### config.mk
export PLATFORM = sky130hd
export DESIGN_NAME = ysyx_22041071_axi_rd_arbiter
export DESIGN_NICKNAME = d
export VERILOG_FILES = /design/src/rtl/ysyx_22041071_axi_rd_arbiter_pkg.sv /design/src/rtl/ysyx_22041071_rr_picker.sv /design/src/rtl/ysyx_22041071_axi_rd_arbiter.sv
export SDC_FILE = /design/constraint.sdc
export NUM_CORES = 1
export LEC_CHECK = 0
export BUFFER_PORTS_ARGS = -buffer_cell sky130_fd_sc_hd__clkbuf_2
export CAP_MARGIN = 20
export CORE_AREA = 2 2 173 175
export CTS_CLUSTER_SIZE = 30
export DETAILED_ROUTE_END_ITERATION = 10
export DIE_AREA = 0 0 175 177
export PLACE_DENSITY_LB_ADDON = 0.3
export SLEW_MARGIN = 20
export SYNTH_ARGS = -nofsm -noshare
export SYNTH_HDL_FRONTEND = slang
export SYNTH_HIERARCHICAL = 1
export SYNTH_SLANG_ARGS = --single-unit
### constraint.sdc
create_clock -name clk -period 6 [get_ports clk]
set_clock_uncertainty 0.2 [all_clocks]
set_input_delay 1.2 -clock clk [delete_from_list [all_inputs] [get_ports clk]]
set_output_delay 1.2 -clock clk [all_outputs]
set_load 0.02 [all_outputs]
### src/rtl/ysyx_22041071_axi_rd_arbiter_pkg.sv
// Shared encodings for the two-master AXI read arbiter: FSM states, master IDs,
// AXI size/resp codes and the owner-to-AXI-ID mapping.
package ysyx_22041071_axi_rd_arbiter_pkg;

   typedef enum logic [1:0] {
      ARB_IDLE  = 2'd0,
      ARB_ISSUE = 2'd1,
      ARB_DATA  = 2'd2
   } arb_state_e;

   typedef enum logic {
      MID_IFETCH = 1'b0,
      MID_LOAD   = 1'b1
   } master_id_e;

   typedef enum logic [1:0] {
      AXI_SIZE_1B = 2'b00,
      AXI_SIZE_2B = 2'b01,
      AXI_SIZE_4B = 2'b10,
      AXI_SIZE_8B = 2'b11
   } axi_size_e;

   typedef enum logic [1:0] {
      AXI_RESP_OKAY   = 2'b00,
      AXI_RESP_EXOKAY = 2'b01,
      AXI_RESP_SLVERR = 2'b10,
      AXI_RESP_DECERR = 2'b11
   } axi_resp_e;

   // The AXI ID is simply the owning master number, zero-extended.
   function automatic logic [3:0] owner_to_id(input logic owner);
      return {3'b000, owner};
   endfunction

endpackage

### src/rtl/ysyx_22041071_rr_picker.sv
// Two-way round-robin picker: a lone requester always wins, a tie goes to the
// requester that was not granted last.
module ysyx_22041071_rr_picker (
   input  logic [1:0] req,
   input  logic       last_grant,
   output logic [1:0] grant
);

   // One-hot grant selection.
   always_comb begin
      grant = 2'b00;
      case (req)
         2'b01:   grant = 2'b01;
         2'b10:   grant = 2'b10;
         2'b11:   grant = last_grant ? 2'b01 : 2'b10;
         default: grant = 2'b00;
      endcase
   end

endmodule

### src/rtl/ysyx_22041071_axi_rd_arbiter.sv
// Read-channel arbiter muxing ifetch (m0) and load (m1) onto one AXI read port,
// one burst in flight. Define YSYX_22041071_ARB_PERF_EN to add grant/wait counters.
module ysyx_22041071_axi_rd_arbiter
   import ysyx_22041071_axi_rd_arbiter_pkg::*;
#(
   parameter int ADDR_W = 64,
   parameter int DATA_W = 64,
   parameter int LEN_W  = 8
) (
   input  logic              clk,
   input  logic              reset_n,
   input  logic              m0_req_valid,
   output logic              m0_req_ready,
   input  logic [ADDR_W-1:0] m0_addr,
   input  logic [LEN_W-1:0]  m0_len,
   input  logic [1:0]        m0_size,
   output logic              m0_rsp_valid,
   output logic [DATA_W-1:0] m0_rsp_data,
   output logic [1:0]        m0_rsp_resp,
   output logic              m0_rsp_last,
   input  logic              m0_kill,
   input  logic              m1_req_valid,
   output logic              m1_req_ready,
   input  logic [ADDR_W-1:0] m1_addr,
   input  logic [LEN_W-1:0]  m1_len,
   input  logic [1:0]        m1_size,
   output logic              m1_rsp_valid,
   output logic [DATA_W-1:0] m1_rsp_data,
   output logic [1:0]        m1_rsp_resp,
   output logic              m1_rsp_last,
   output logic              ds_ar_valid,
   input  logic              ds_ar_ready,
   output logic [3:0]        ds_id,
   output logic [ADDR_W-1:0] ds_addr,
   output logic [LEN_W-1:0]  ds_len,
   output logic [1:0]        ds_size,
   input  logic              ds_r_valid,
   input  logic [DATA_W-1:0] ds_r_data,
   input  logic [1:0]        ds_r_resp,
   input  logic              ds_r_last
`ifdef YSYX_22041071_ARB_PERF_EN
   ,
   output logic [31:0]       perf_grant0,
   output logic [31:0]       perf_grant1,
   output logic [31:0]       perf_wait
`endif
);

   arb_state_e        state_r;
   arb_state_e        state_nxt_s;
   master_id_e        owner_r;
   logic              kill_r;
   logic              last_grant_r;
   logic [1:0]        grant_s;
   logic              grant_any_s;
   logic              rsp_fire_s;
   logic              ds_ar_valid_r;
   logic [3:0]        ds_id_r;
   logic [ADDR_W-1:0] ds_addr_r;
   logic [LEN_W-1:0]  ds_len_r;
   logic [1:0]        ds_size_r;

   ysyx_22041071_rr_picker u_picker (
      .req        ({m1_req_valid, m0_req_valid}),
      .last_grant (last_grant_r),
      .grant      (grant_s)
   );

   // A grant is only offered while idle; this also zeroes ready in ISSUE/DATA.
   always_comb begin
      grant_any_s  = 1'b0;
      m0_req_ready = 1'b0;
      m1_req_ready = 1'b0;
      if (state_r == ARB_IDLE) begin
         grant_any_s  = (grant_s != 2'b00);
         m0_req_ready = grant_s[0];
         m1_req_ready = grant_s[1];
      end else begin
         grant_any_s  = 1'b0;
      end
   end

   // Next-state logic; the last beat returns to IDLE without granting that cycle.
   always_comb begin
      state_nxt_s = state_r;
      case (state_r)
         ARB_IDLE: begin
            if (grant_any_s) state_nxt_s = ARB_ISSUE;
            else             state_nxt_s = ARB_IDLE;
         end
         ARB_ISSUE: begin
            if (ds_ar_ready) state_nxt_s = ARB_DATA;
            else             state_nxt_s = ARB_ISSUE;
         end
         ARB_DATA: begin
            if (ds_r_valid && ds_r_last) state_nxt_s = ARB_IDLE;
            else                         state_nxt_s = ARB_DATA;
         end
         default: state_nxt_s = ARB_IDLE;
      endcase
   end

   // State, ownership and the latched downstream address-channel fields.
   always_ff @(posedge clk) begin
      if (!reset_n) begin
         state_r       <= ARB_IDLE;
         owner_r       <= MID_IFETCH;
         last_grant_r  <= 1'b1;
         ds_ar_valid_r <= 1'b0;
         ds_id_r       <= 4'd0;
         ds_addr_r     <= {ADDR_W{1'b0}};
         ds_len_r      <= {LEN_W{1'b0}};
         ds_size_r     <= AXI_SIZE_1B;
      end else begin
         state_r <= state_nxt_s;
         if (grant_any_s) begin
            owner_r       <= grant_s[1] ? MID_LOAD : MID_IFETCH;
            last_grant_r  <= grant_s[1];
            ds_ar_valid_r <= 1'b1;
            ds_id_r       <= owner_to_id(grant_s[1]);
            ds_addr_r     <= grant_s[1] ? m1_addr : m0_addr;
            ds_len_r      <= grant_s[1] ? m1_len  : m0_len;
            ds_size_r     <= grant_s[1] ? m1_size : m0_size;
         end else if ((state_r == ARB_ISSUE) && ds_ar_ready) begin
            ds_ar_valid_r <= 1'b0;
         end
      end
   end

   // Kill flag: only an m0-owned burst in flight can be killed; cleared on leaving it.
   always_ff @(posedge clk) begin
      if (!reset_n) begin
         kill_r <= 1'b0;
      end else if (state_nxt_s == ARB_IDLE) begin
         kill_r <= 1'b0;
      end else if (m0_kill && (owner_r == MID_IFETCH) &&
                   ((state_r == ARB_ISSUE) || (state_r == ARB_DATA))) begin
         kill_r <= 1'b1;
      end
   end

   assign ds_ar_valid = ds_ar_valid_r;
   assign ds_id       = ds_id_r;
   assign ds_addr     = ds_addr_r;
   assign ds_len      = ds_len_r;
   assign ds_size     = ds_size_r;
   assign rsp_fire_s  = (state_r == ARB_DATA) && ds_r_valid;

   // Same-cycle beat forwarding to the owner; everything else reads as zero.
   always_comb begin
      m0_rsp_valid = 1'b0;
      m0_rsp_data  = {DATA_W{1'b0}};
      m0_rsp_resp  = AXI_RESP_OKAY;
      m0_rsp_last  = 1'b0;
      m1_rsp_valid = 1'b0;
      m1_rsp_data  = {DATA_W{1'b0}};
      m1_rsp_resp  = AXI_RESP_OKAY;
      m1_rsp_last  = 1'b0;
      if (rsp_fire_s && (owner_r == MID_LOAD)) begin
         m1_rsp_valid = 1'b1;
         m1_rsp_data  = ds_r_data;
         m1_rsp_resp  = ds_r_resp;
         m1_rsp_last  = ds_r_last;
      end else if (rsp_fire_s && !kill_r) begin
         m0_rsp_valid = 1'b1;
         m0_rsp_data  = ds_r_data;
         m0_rsp_resp  = ds_r_resp;
         m0_rsp_last  = ds_r_last;
      end else begin
         m0_rsp_valid = 1'b0;
      end
   end

`ifdef YSYX_22041071_ARB_PERF_EN
   logic [31:0] perf_grant0_r;
   logic [31:0] perf_grant1_r;
   logic [31:0] perf_wait_r;

   // Free-running wrap-around counters for grants and stalled request cycles.
   always_ff @(posedge clk) begin
      if (!reset_n) begin
         perf_grant0_r <= 32'd0;
         perf_grant1_r <= 32'd0;
         perf_wait_r   <= 32'd0;
      end else begin
         if (m0_req_ready) perf_grant0_r <= perf_grant0_r + 32'd1;
         if (m1_req_ready) perf_grant1_r <= perf_grant1_r + 32'd1;
         if ((m0_req_valid && !m0_req_ready) || (m1_req_valid && !m1_req_ready))
            perf_wait_r <= perf_wait_r + 32'd1;
      end
   end

   assign perf_grant0 = perf_grant0_r;
   assign perf_grant1 = perf_grant1_r;
   assign perf_wait   = perf_wait_r;
`endif

endmodule

==> results of run 1 <==
-- registers in the layout, summed over array words and instances, names as in the netlist --
name          cells
ds_addr          64
ds_len            8
ds_size           2
state_r           2
ds_ar_valid       1
kill_r            1
last_grant_r      1
owner_r           1
-- cell families after synthesis --
kind of cell             after synthesis  synth area share
AND/OR/NAND/NOR                      223             0.251
adder cells (fa/ha/maj)                4            0.0106
AO/OA/AOI/OAI                         83             0.169
other                                  1          0.000792
buffers and inverters                 60            0.0740
multiplexers                          74             0.157
flip-flops                            80             0.338
-- power groups by stage --
stage	combinational (mW)	sequential (mW)	clock (mW)
floorplan	0.256	0.747	0
global placement	0.550	0.660	0
detailed placement	0.551	0.662	0
CTS	0.553	0.650	0.676
global route	0.590	0.660	0.693
finish	0.538	0.650	0.638
-- layout by cell type, fill, tap and decap left out, types with 3 or more instances in the layout --
| cell | instances |
|---|---|
| a21oi_1 | 3 |
| and2_1 | 134 |
| buf_4 | 4 |
| bufinv_16 | 3 |
| clkbuf_16 | 9 |
| clkbuf_2 | 434 |
| conb_1 | 3 |
| dfxtp_1 | 80 |
| ha_1 | 4 |
| inv_1 | 7 |
| mux2i_1 | 74 |
| nand2_1 | 82 |
| o211a_1 | 74 |
-- through the flow --
stage / cell area [um2] / power (mW) / setup slack (ns) / instances
global route: 7530 / 1.94 / 1.95 / 1320
finish: 7530 / 1.83 / 2.15 / 1321
global placement: 7160 / 1.21 / 1.83 / 1304
detailed placement: 7160 / 1.21 / 1.79 / 1304
CTS: 7500 / 1.88 / 1.79 / 1319
floorplan: 4740 / 1.00 / 2.49 / 527
-- worst max-delay path, cell delays in order --
cell and delay (ns):
clkbuf_2 0.09, nand2_1 0.12, nor2_4 0.43, buf_16 0.23, and2_1 0.16, clkbuf_2 0.21
-- layout make-up --
class,instances,area share
Clock buffer,10,0.0304
Sequential cell,80,0.213
Inverter,7,0.00349
Clock inverter,5,0.0141
Timing Repair Buffer,441,0.299
Multi-Input combinational cell,387,0.375
Tap cell,390,0.0648
Antenna cell,1,0.000332
-- cells in the mapped netlist --
| master | count |
|---|---|
| and2_1 | 134 |
| nand2_1 | 82 |
| dfxtp_1 | 80 |
| mux2i_1 | 74 |
| o211a_1 | 74 |
| clkbuf_1 | 24 |
| buf_6 | 11 |
| buf_4 | 8 |
| buf_2 | 7 |
| inv_1 | 7 |
| ha_1 | 4 |
| a21oi_1 | 3 |
| clkbuf_2 | 3 |
| a21boi_0 | 2 |
| nor2_1 | 2 |
| a211oi_1 | 1 |
| a21boi_1 | 1 |
| a31oi_1 | 1 |
| conb_1 | 1 |
| nand2b_1 | 1 |
| nand3_1 | 1 |
| nor2b_1 | 1 |
| nor3_1 | 1 |
| nor3_2 | 1 |
| o21a_1 | 1 |
-- layer usage --
layer	vias to the layer above	GRT usage
li1	2575	-
met5	-	0
met3	24	0.0421
met1	2299	0.137
met4	8	0.0337
met2	249	0.233
-- how the worst max path moves through the flow --
stage | startpoint | end
2_1_floorplan | ds_r_valid | m0_rsp_data[54]
3_3_place_gp | ds_r_valid | m1_rsp_data[1]
3_5_place_dp | ds_r_valid | m1_rsp_data[26]
4_1_cts | ds_r_valid | m1_rsp_data[26]
5_1_grt | ds_r_valid | m1_rsp_data[26]
6_report | ds_r_valid | m1_rsp_data[26]
==> impl_metrics.tcl, run 1 <==
set metrics [dict create \
    vdd_drop_max_v 0.000109 \
    worstSetupPathType "in -> out" \
    switchingPower_uw 595 \
    syn_area_um2 4730 \
    drtIter0Drc 182 \
    area_growth_pct 59.1 \
    path_max_fanout 42 \
    core_area_um2 29200 \
    period_minus_slack_ns 3.85 \
    start_util 0.162 \
    cts_root_buffer "clkbuf_16" \
    min_to "ds_addr[15]" \
    via_per_inst 3.90 \
    wl_met1_mm 7.90 \
    num_rows 63 \
    seqPwrFrac 0.356 \
    cts.sinks 80 \
    path_clk_slew_ns 0.06 \
    syn_avg_cell_area_um2 9.01 \
    via_count 5155 \
    hold_ws_ns 0.295 \
    power_frac_clock 0.350 \
    status "complete, no violations" \
    rsz0062_at_grt "false" \
    dp_hpwl_mm 16.7 \
    r2r-start "state_r[0]" \
    cts-htree-levels 3 \
    yosysTopAreaCellShare 0.338 \
    end_kind "output pin" \
    ys_warn_count 6 \
    arrival_ns 2.45 \
    p_leak_nw 4.58 \
    grt_usage 0.126 \
    post_drt_wl_per_cell_um 15.5 \
    overflow 0 \
    drc 0 \
    critPathLaunchType "primary input" \
    synth_area_leaders "dfxtp_1 (34%), and2_1 (18%), mux2i_1 (16%), o211a_1 (16%), nand2_1 (6.5%)" \
    drtAntennaViolNets 0 \
    portBuffers 435 \
    seq_area_frac_synth 0.338 \
    power.density_nw_per_um2 243 \
    finalCritPeriodShare 0.642 \
    die_y_um 177 \
    dieArea_um2 31000 \
    synth.distinct_cells 25 \
    fin_nets 1152 \
    post_cts_buffers 0 \
    synth_area_leader_cell "dfxtp_1" \
    worstMarginPinSlew_ns 0.968 \
    swShare 0.326 \
    cap_violations 0 \
    drive_gt1_frac 0.494 \
    p_int_mw 1.23 \
    dr_wl_met2_mm 10.5 \
    clk_latency_ns 0.33 \
    die_x_um 175 \
    reg2regPathDepth 6 \
    p_comb_frac 0.295 \
    final.setup.tns_ns 0 \
    grt_max_degree 82 \
    cts_tree "done" \
    filler_cell_count 3237 \
    drt-total-wl_mm 20.5 \
    antenna_found_initial 5 \
    ctsResizeCount 0 \
    ys_ff_latch 80 \
    min_path_type "reg -> reg" \
    hold_start "ds_addr[15]" \
    grt_pass1_wl_mm 28.8 \
    gp_congestion 0.889 \
    maxSlewHeadroom 0.355 \
    crit-reg2reg-capture "ds_len[4]" \
    seq_area_um2 1600 \
    route.met3.wl_mm 1.80 \
    setup_violations 0 \
    fmax_ghz 0.260 \
    dr.pass1.iters 4 \
    cp.required_ns 4.60 \
    finalHoldViolations 0 \
    hold_depth 1 \
    regToRegSetupSlack_ns 3.68 \
    multi_input_area_um2 2820 \
    postLayoutCoreUtil 0.257 \
    io_pins 439 \
    clk_path_buf_depth 2 \
    highest_layer "met5" \
    hold_buffers 0 \
    grt_pass1_vias 4764 \
    slew_violations 0 \
    numCtsBuffers 9 \
    syn_inst 525 \
]
(Power assumes the default switching activity.)
==> run 2, diff against run 1 <==
--- a/config.mk
+++ b/config.mk
@@ -5,12 +5,13 @@
 export SDC_FILE = /design/constraint.sdc
 export NUM_CORES = 1
 export LEC_CHECK = 0
+export ABC_AREA = 1
 export BUFFER_PORTS_ARGS = -buffer_cell sky130_fd_sc_hd__clkbuf_2
 export CAP_MARGIN = 20
-export CORE_AREA = 2 2 173 175
+export CORE_AREA = 2 2 172 174
 export CTS_CLUSTER_SIZE = 30
 export DETAILED_ROUTE_END_ITERATION = 10
-export DIE_AREA = 0 0 175 177
+export DIE_AREA = 0 0 174 176
 export PLACE_DENSITY_LB_ADDON = 0.3
 export SLEW_MARGIN = 20
 export SYNTH_ARGS = -nofsm -noshare
==> constraint.sdc (replaced) <==
create_clock -name clk -period 3.3 [get_ports clk]
set_clock_uncertainty 0.2 [all_clocks]
set_input_delay 0.66 -clock clk [delete_from_list [all_inputs] [get_ports clk]]
set_output_delay 0.66 -clock clk [all_outputs]
set_load 0.02 [all_outputs]
==> impl_metrics.tcl, run 2 <==
set metrics [dict create \
    drtIter0Drc 215 \
    finalHoldViolations 0 \
    slowest_delay_ns 0.54 \
    diodes 0 \
    synth.most_common_cell "nor2_1" \
    syn_area_um2 4780 \
    status "complete, no violations" \
    clk_latency_ns 0.34 \
    largest_reg_flops 64 \
    via_per_inst 3.81 \
    start_util 0.167 \
    core_area_um2 28500 \
    grt_pass1_vias 5627 \
    syn_inst 831 \
    cts_root_buffer "clkbuf_16" \
    drt-total-wl_mm 20.8 \
    drive_gt1_frac 0.376 \
    grt_pass1_wl_mm 30.6 \
    overflow 0 \
    worst_slack_ns 0.368 \
    cts_tree "done" \
    dieArea_um2 30600 \
    die_y_um 176 \
    die_x_um 174 \
    post_drt_wl_per_cell_um 12.8 \
    final.setup.tns_ns 0 \
    ys_ff_latch 80 \
    synth_ff_type "dfxtp_1" \
    placed_cells 1601 \
    multi_input_area_um2 2290 \
    cts.sinks 80 \
    fmax_ghz 0.341 \
    seq_area_frac_synth 0.335 \
    portBuffers 435 \
    slew_violations 0 \
    p_leak_nw 4.62 \
    hold_buffers 0 \
    grt_usage 0.128 \
    seq_area_um2 1600 \
    rsz0062_at_grt "false" \
    path_clk_slew_ns 0.07 \
    setup_violations 0 \
    period_minus_slack_ns 2.93 \
    post_cts_buffers 0 \
    synthArstFlopShare 0 \
    drtAntennaViolNets 0 \
    min_path_type "reg -> reg" \
    arrival_ns 2.07 \
    path_max_fanout 68 \
    ys_warn_count 6 \
    numCtsBuffers 9 \
    num_rows 62 \
    gp_congestion 0.739 \
    filler_cell_count 3223 \
    drc 0 \
    synth_common_cells "nor2_1 (284), inv_1 (154), o21ai_0 (128)" \
    end_kind "output pin" \
    worstSetupPathType "reg -> out" \
    maxSlewHeadroom 0.505 \
    layout_commonest_cell "clkbuf_2" \
    synth_area_leader_cell "dfxtp_1" \
    pre_cts_ws_ns 0.653 \
    dr.pass1.iters 6 \
    fin_nets 1454 \
    area_growth_pct 57.8 \
    finalCritPeriodShare 0.888 \
    grt_max_degree 149 \
    critPathLaunchType "flop" \
    power.density_nw_per_um2 445 \
    synth_edf_count 0 \
    yosysTopAreaCellShare 0.335 \
    dp_hpwl_mm 16.3 \
    clk_path_buf_depth 2 \
    via_count 6160 \
    cp.required_ns 2.44 \
    worstMarginPinSlew_ns 0.742 \
    cts-htree-levels 3 \
    syn_avg_cell_area_um2 5.75 \
    cap_violations 0 \
    io_pins 439 \
    synth_area_leaders "dfxtp_1 (34%), nor2_1 (22%), o21ai_0 (13%), inv_1 (12%), nand2_1 (7.1%)" \
    cp_slowest_cell "buf_4" \
    path_cells "inv_1 > ha_1 > nand3_2 > buf_4 > nor2_1 > clkbuf_2" \
    fin_cells 1616 \
    vdd_drop_max_v 0.000245 \
    synth.distinct_cells 20 \
    final_cell_mix "clkbuf_2 (435), nor2_1 (284), inv_1 (154)" \
    antenna_found_initial 0 \
    ctsResizeCount 0 \
]
run 2: routing by layer:
metal / routed length (um) / up-vias / track usage
li1: - / 3245 / -
met1: 8450 / 2660 / 0.143
met5: 0 / - / 0
met4: 229 / 0 / 0.0340
met3: 1300 / 16 / 0.0282
met2: 10800 / 239 / 0.242
run 2: cell type report:
| class | instances | share of cell area |
|---|---|---|
| Tap cell | 384 | 0.0637 |
| Timing Repair Buffer | 442 | 0.301 |
| Multi-Input combinational cell | 540 | 0.304 |
| Clock inverter | 6 | 0.0121 |
| Sequential cell | 80 | 0.212 |
| Clock buffer | 9 | 0.0299 |
| Inverter | 155 | 0.0772 |
run 2: worst max-delay path: cells and delay by family, from the launching register on:
family / cells / cell delay [ns]
buf+inv: 3 / 0.80
simple gates: 2 / 0.23
flops: 1 / 0.36
fa+ha+maj: 1 / 0.24
run 2: cell families (layout without fill, tap and decap cells):
family | Yosys count | count (layout) | share of synthesized area
buffers and inverters | 213 | 612 | 0.191
adders and majority gates | 4 | 4 | 0.0105
and+or+nand+nor | 381 | 381 | 0.303
other | 1 | 3 | 0.000785
AOI/OAI and AO/OA | 152 | 152 | 0.159
DFF | 80 | 80 | 0.335
run 2: worst paths after layout:
check | from | to | slack (ns) | cells past startpoint
worst max-delay path | state_r[0] | m1_rsp_data[25] | 0.37 | 6
worst min-delay path | ds_ar_valid | ds_ar_valid | 0.27 | 2
worst max register to register | state_r[0] | ds_addr[2] | 1.16 | 7
worst min register to register | ds_ar_valid | ds_ar_valid | 0.27 | 2
run 2: per-stage QoR:
stage	cell area (um2)	hold WS, ns	total power, mW	util
global route	7540	0.303	3.58	0.264
global placement	7220	0.256	2.28	0.253
CTS	7540	0.273	3.44	0.264
floorplan	4780	0.252	1.86	-
finish	7540	0.270	3.36	0.264
detailed placement	7220	0.262	2.29	0.253
run 2: where the power goes:
part	leakage [nW]	internal (mW)	switching, mW
Clock	0.156	0.665	0.442
Combinational	3.80	0.362	0.699
Sequential	0.664	1.11	0.0744
==> run 3, diff against run 2 <==
--- a/config.mk
+++ b/config.mk
@@ -8,13 +8,12 @@
 export ABC_AREA = 1
 export BUFFER_PORTS_ARGS = -buffer_cell sky130_fd_sc_hd__clkbuf_2
 export CAP_MARGIN = 20
-export CORE_AREA = 2 2 172 174
+export CORE_AREA = 2 2 173 175
 export CTS_CLUSTER_SIZE = 30
 export DETAILED_ROUTE_END_ITERATION = 10
-export DIE_AREA = 0 0 174 176
+export DIE_AREA = 0 0 175 177
 export PLACE_DENSITY_LB_ADDON = 0.3
 export SLEW_MARGIN = 20
 export SYNTH_ARGS = -nofsm -noshare
 export SYNTH_HDL_FRONTEND = slang
-export SYNTH_HIERARCHICAL = 1
 export SYNTH_SLANG_ARGS = --single-unit
==> impl_metrics.tcl, run 3 <==
set metrics [dict create \
    status "complete, no violations" \
    io_pins 439 \
    final_cell_mix "clkbuf_2 (435), nor2_1 (358), nand2_1 (162)" \
    antenna_found_initial 4 \
    grt_max_degree 149 \
    p_comb_frac 0.303 \
    drt-total-wl_mm 22.9 \
    hold_depth 2 \
    min_to "ds_ar_valid" \
    grt_pass1_wl_mm 32.1 \
    portBuffers 435 \
    ys_ff_latch 80 \
    p_int_mw 2.12 \
    synth.most_common_cell "nor2_1" \
    slew_violations 0 \
    numCtsBuffers 9 \
    post_cts_buffers 0 \
    crit-reg2reg-capture "ds_len[7]" \
    dr.pass1.iters 4 \
    regToRegSetupSlack_ns 1.31 \
    synth_common_cells "nor2_1 (358), nand2_1 (162), inv_1 (154)" \
    seqPwrFrac 0.349 \
    switchingPower_mw 1.19 \
    filler_cell_count 3417 \
    overflow 0 \
    critPathLaunchType "flop" \
    fmax_ghz 0.358 \
    path_clk_slew_ns 0.06 \
    dp_hpwl_mm 18.5 \
    worstMarginPinSlew_ns 0.719 \
    cts.sinks 80 \
    period_minus_slack_ns 2.79 \
    synth_ff_type "dfxtp_1" \
    arrival_ns 1.93 \
    via_count 6471 \
    finalHoldViolations 0 \
    hold_buffers 0 \
    seq_area_frac_synth 0.326 \
    min_path_type "reg -> reg" \
    syn_area_um2 4920 \
    end_kind "output pin" \
    drive_gt1_frac 0.354 \
    layout_commonest_cell "clkbuf_2" \
    grt_pass1_vias 5687 \
    synth_area_leader_cell "dfxtp_1" \
    power.density_nw_per_um2 427 \
    worstSetupPathType "reg -> out" \
    start_util 0.168 \
    clk_path_buf_depth 2 \
    synth_edf_count 0 \
    synth.distinct_cells 18 \
    largest_reg_flops 64 \
    area_growth_pct 57.7 \
    cap_violations 0 \
    ys_warn_count 0 \
    synthArstFlopShare 0 \
    finalCritPeriodShare 0.847 \
    maxSlewHeadroom 0.521 \
    drtAntennaViolNets 0 \
    postLayoutCoreUtil 0.265 \
    drc 0 \
    r2r-start "state_r[1]" \
    via_per_inst 3.81 \
    swShare 0.360 \
    hold_start "ds_ar_valid" \
    core_area_um2 29200 \
    yosysTopAreaCellShare 0.326 \
    final.setup.tns_ns 0 \
    die_x_um 175 \
    clk_latency_ns 0.33 \
    post_drt_wl_per_cell_um 13.5 \
    die_y_um 177 \
    cts_tree "done" \
    synth_area_leaders "dfxtp_1 (33%), nor2_1 (27%), nand2_1 (12%), inv_1 (12%), o21ai_0 (7.1%)" \
    grt_usage 0.136 \
    cts-htree-levels 3 \
    power_frac_clock 0.349 \
    syn_inst 901 \
    cp.required_ns 2.44 \
    syn_avg_cell_area_um2 5.46 \
    gp_congestion 0.954 \
    setup_violations 0 \
    ctsResizeCount 0 \
    dieArea_um2 31000 \
    vdd_drop_max_v 0.000258 \
    fin_nets 1524 \
    p_leak_nw 5.04 \
    num_rows 63 \
    cts_root_buffer "clkbuf_16" \
    rsz0062_at_grt "false" \
    path_max_fanout 49 \
    reg2regPathDepth 7 \
    drtIter0Drc 224 \
]
==> run 3: power by group through the flow <==
stage | logic (mW) | clock network [mW] | registers (mW)
6_report | 1.00 | 1.16 | 1.16
5_1_grt | 1.12 | 1.25 | 1.17
4_1_cts | 1.03 | 1.21 | 1.16
3_5_place_dp | 1.02 | 0 | 1.17
3_3_place_gp | 1.02 | 0 | 1.17
2_1_floorplan | 0.462 | 0 | 1.32
==> run 3: critical path, cell delays in order, from the launching register on <==
cell	delay [ns]
dfxtp_1	0.33
inv_1	0.08
ha_1	0.20
nand3_2	0.34
buf_12	0.32
nor2_1	0.14
clkbuf_2	0.18
==> run 3: cell families (layout without fill, tap and decap cells) <==
kind of cell | after synthesis | after routing | synth area share
simple gates | 525 | 525 | 0.402
buf+inv | 212 | 612 | 0.180
other cells | 1 | 7 | 0.000762
compound gates | 79 | 79 | 0.0809
fa+ha+maj | 4 | 4 | 0.0102
flops | 80 | 80 | 0.326
==> run 3: worst max-delay path by stage <==
stage	from	end	slack [ns]	cells after the start
final	state_r[0]	m1_rsp_data[23]	0.51	6
after global placement	ds_r_valid	m1_rsp_data[15]	0.73	5
after detailed placement	ds_r_valid	m1_rsp_data[23]	0.68	5
after CTS	state_r[0]	m1_rsp_data[23]	0.46	6
after global routing	state_r[0]	m1_rsp_data[63]	0.26	6
after floorplan	ds_r_valid	m0_rsp_data[54]	0.98	4
==> run 3: cell type report <==
cell class              instances  area, um2  area share
multi-input cells             611       2460       0.317
repair buffers                442       2290       0.295
flip-flops and latches         80       1600       0.206
inverters                     154        578      0.0745
well taps                     390        488      0.0629
clock buffers                   9        225      0.0290
clock inverters                 7        108      0.0139
diodes                          4       10.0     0.00129
==> run 3: through the flow <==
step	cell area, um2	setup WS (ns)	instances	hold WS [ns]	total power, mW
after detailed placement	7420	0.677	1677	0.262	2.20
after global routing	7750	0.259	1695	0.304	3.54
after global placement	7420	0.727	1677	0.258	2.20
after floorplan	4930	0.980	903	0.242	1.78
after CTS	7750	0.461	1693	0.271	3.39
final	7760	0.506	1697	0.264	3.31
==> run 3: metal layers <==
layer	up-vias	routed length [um]	track usage
met5	-	0	0
met4	0	1000	0.0698
met3	36	1710	0.0357
met2	262	11100	0.240
met1	2786	9090	0.151
li1	3387	-	-
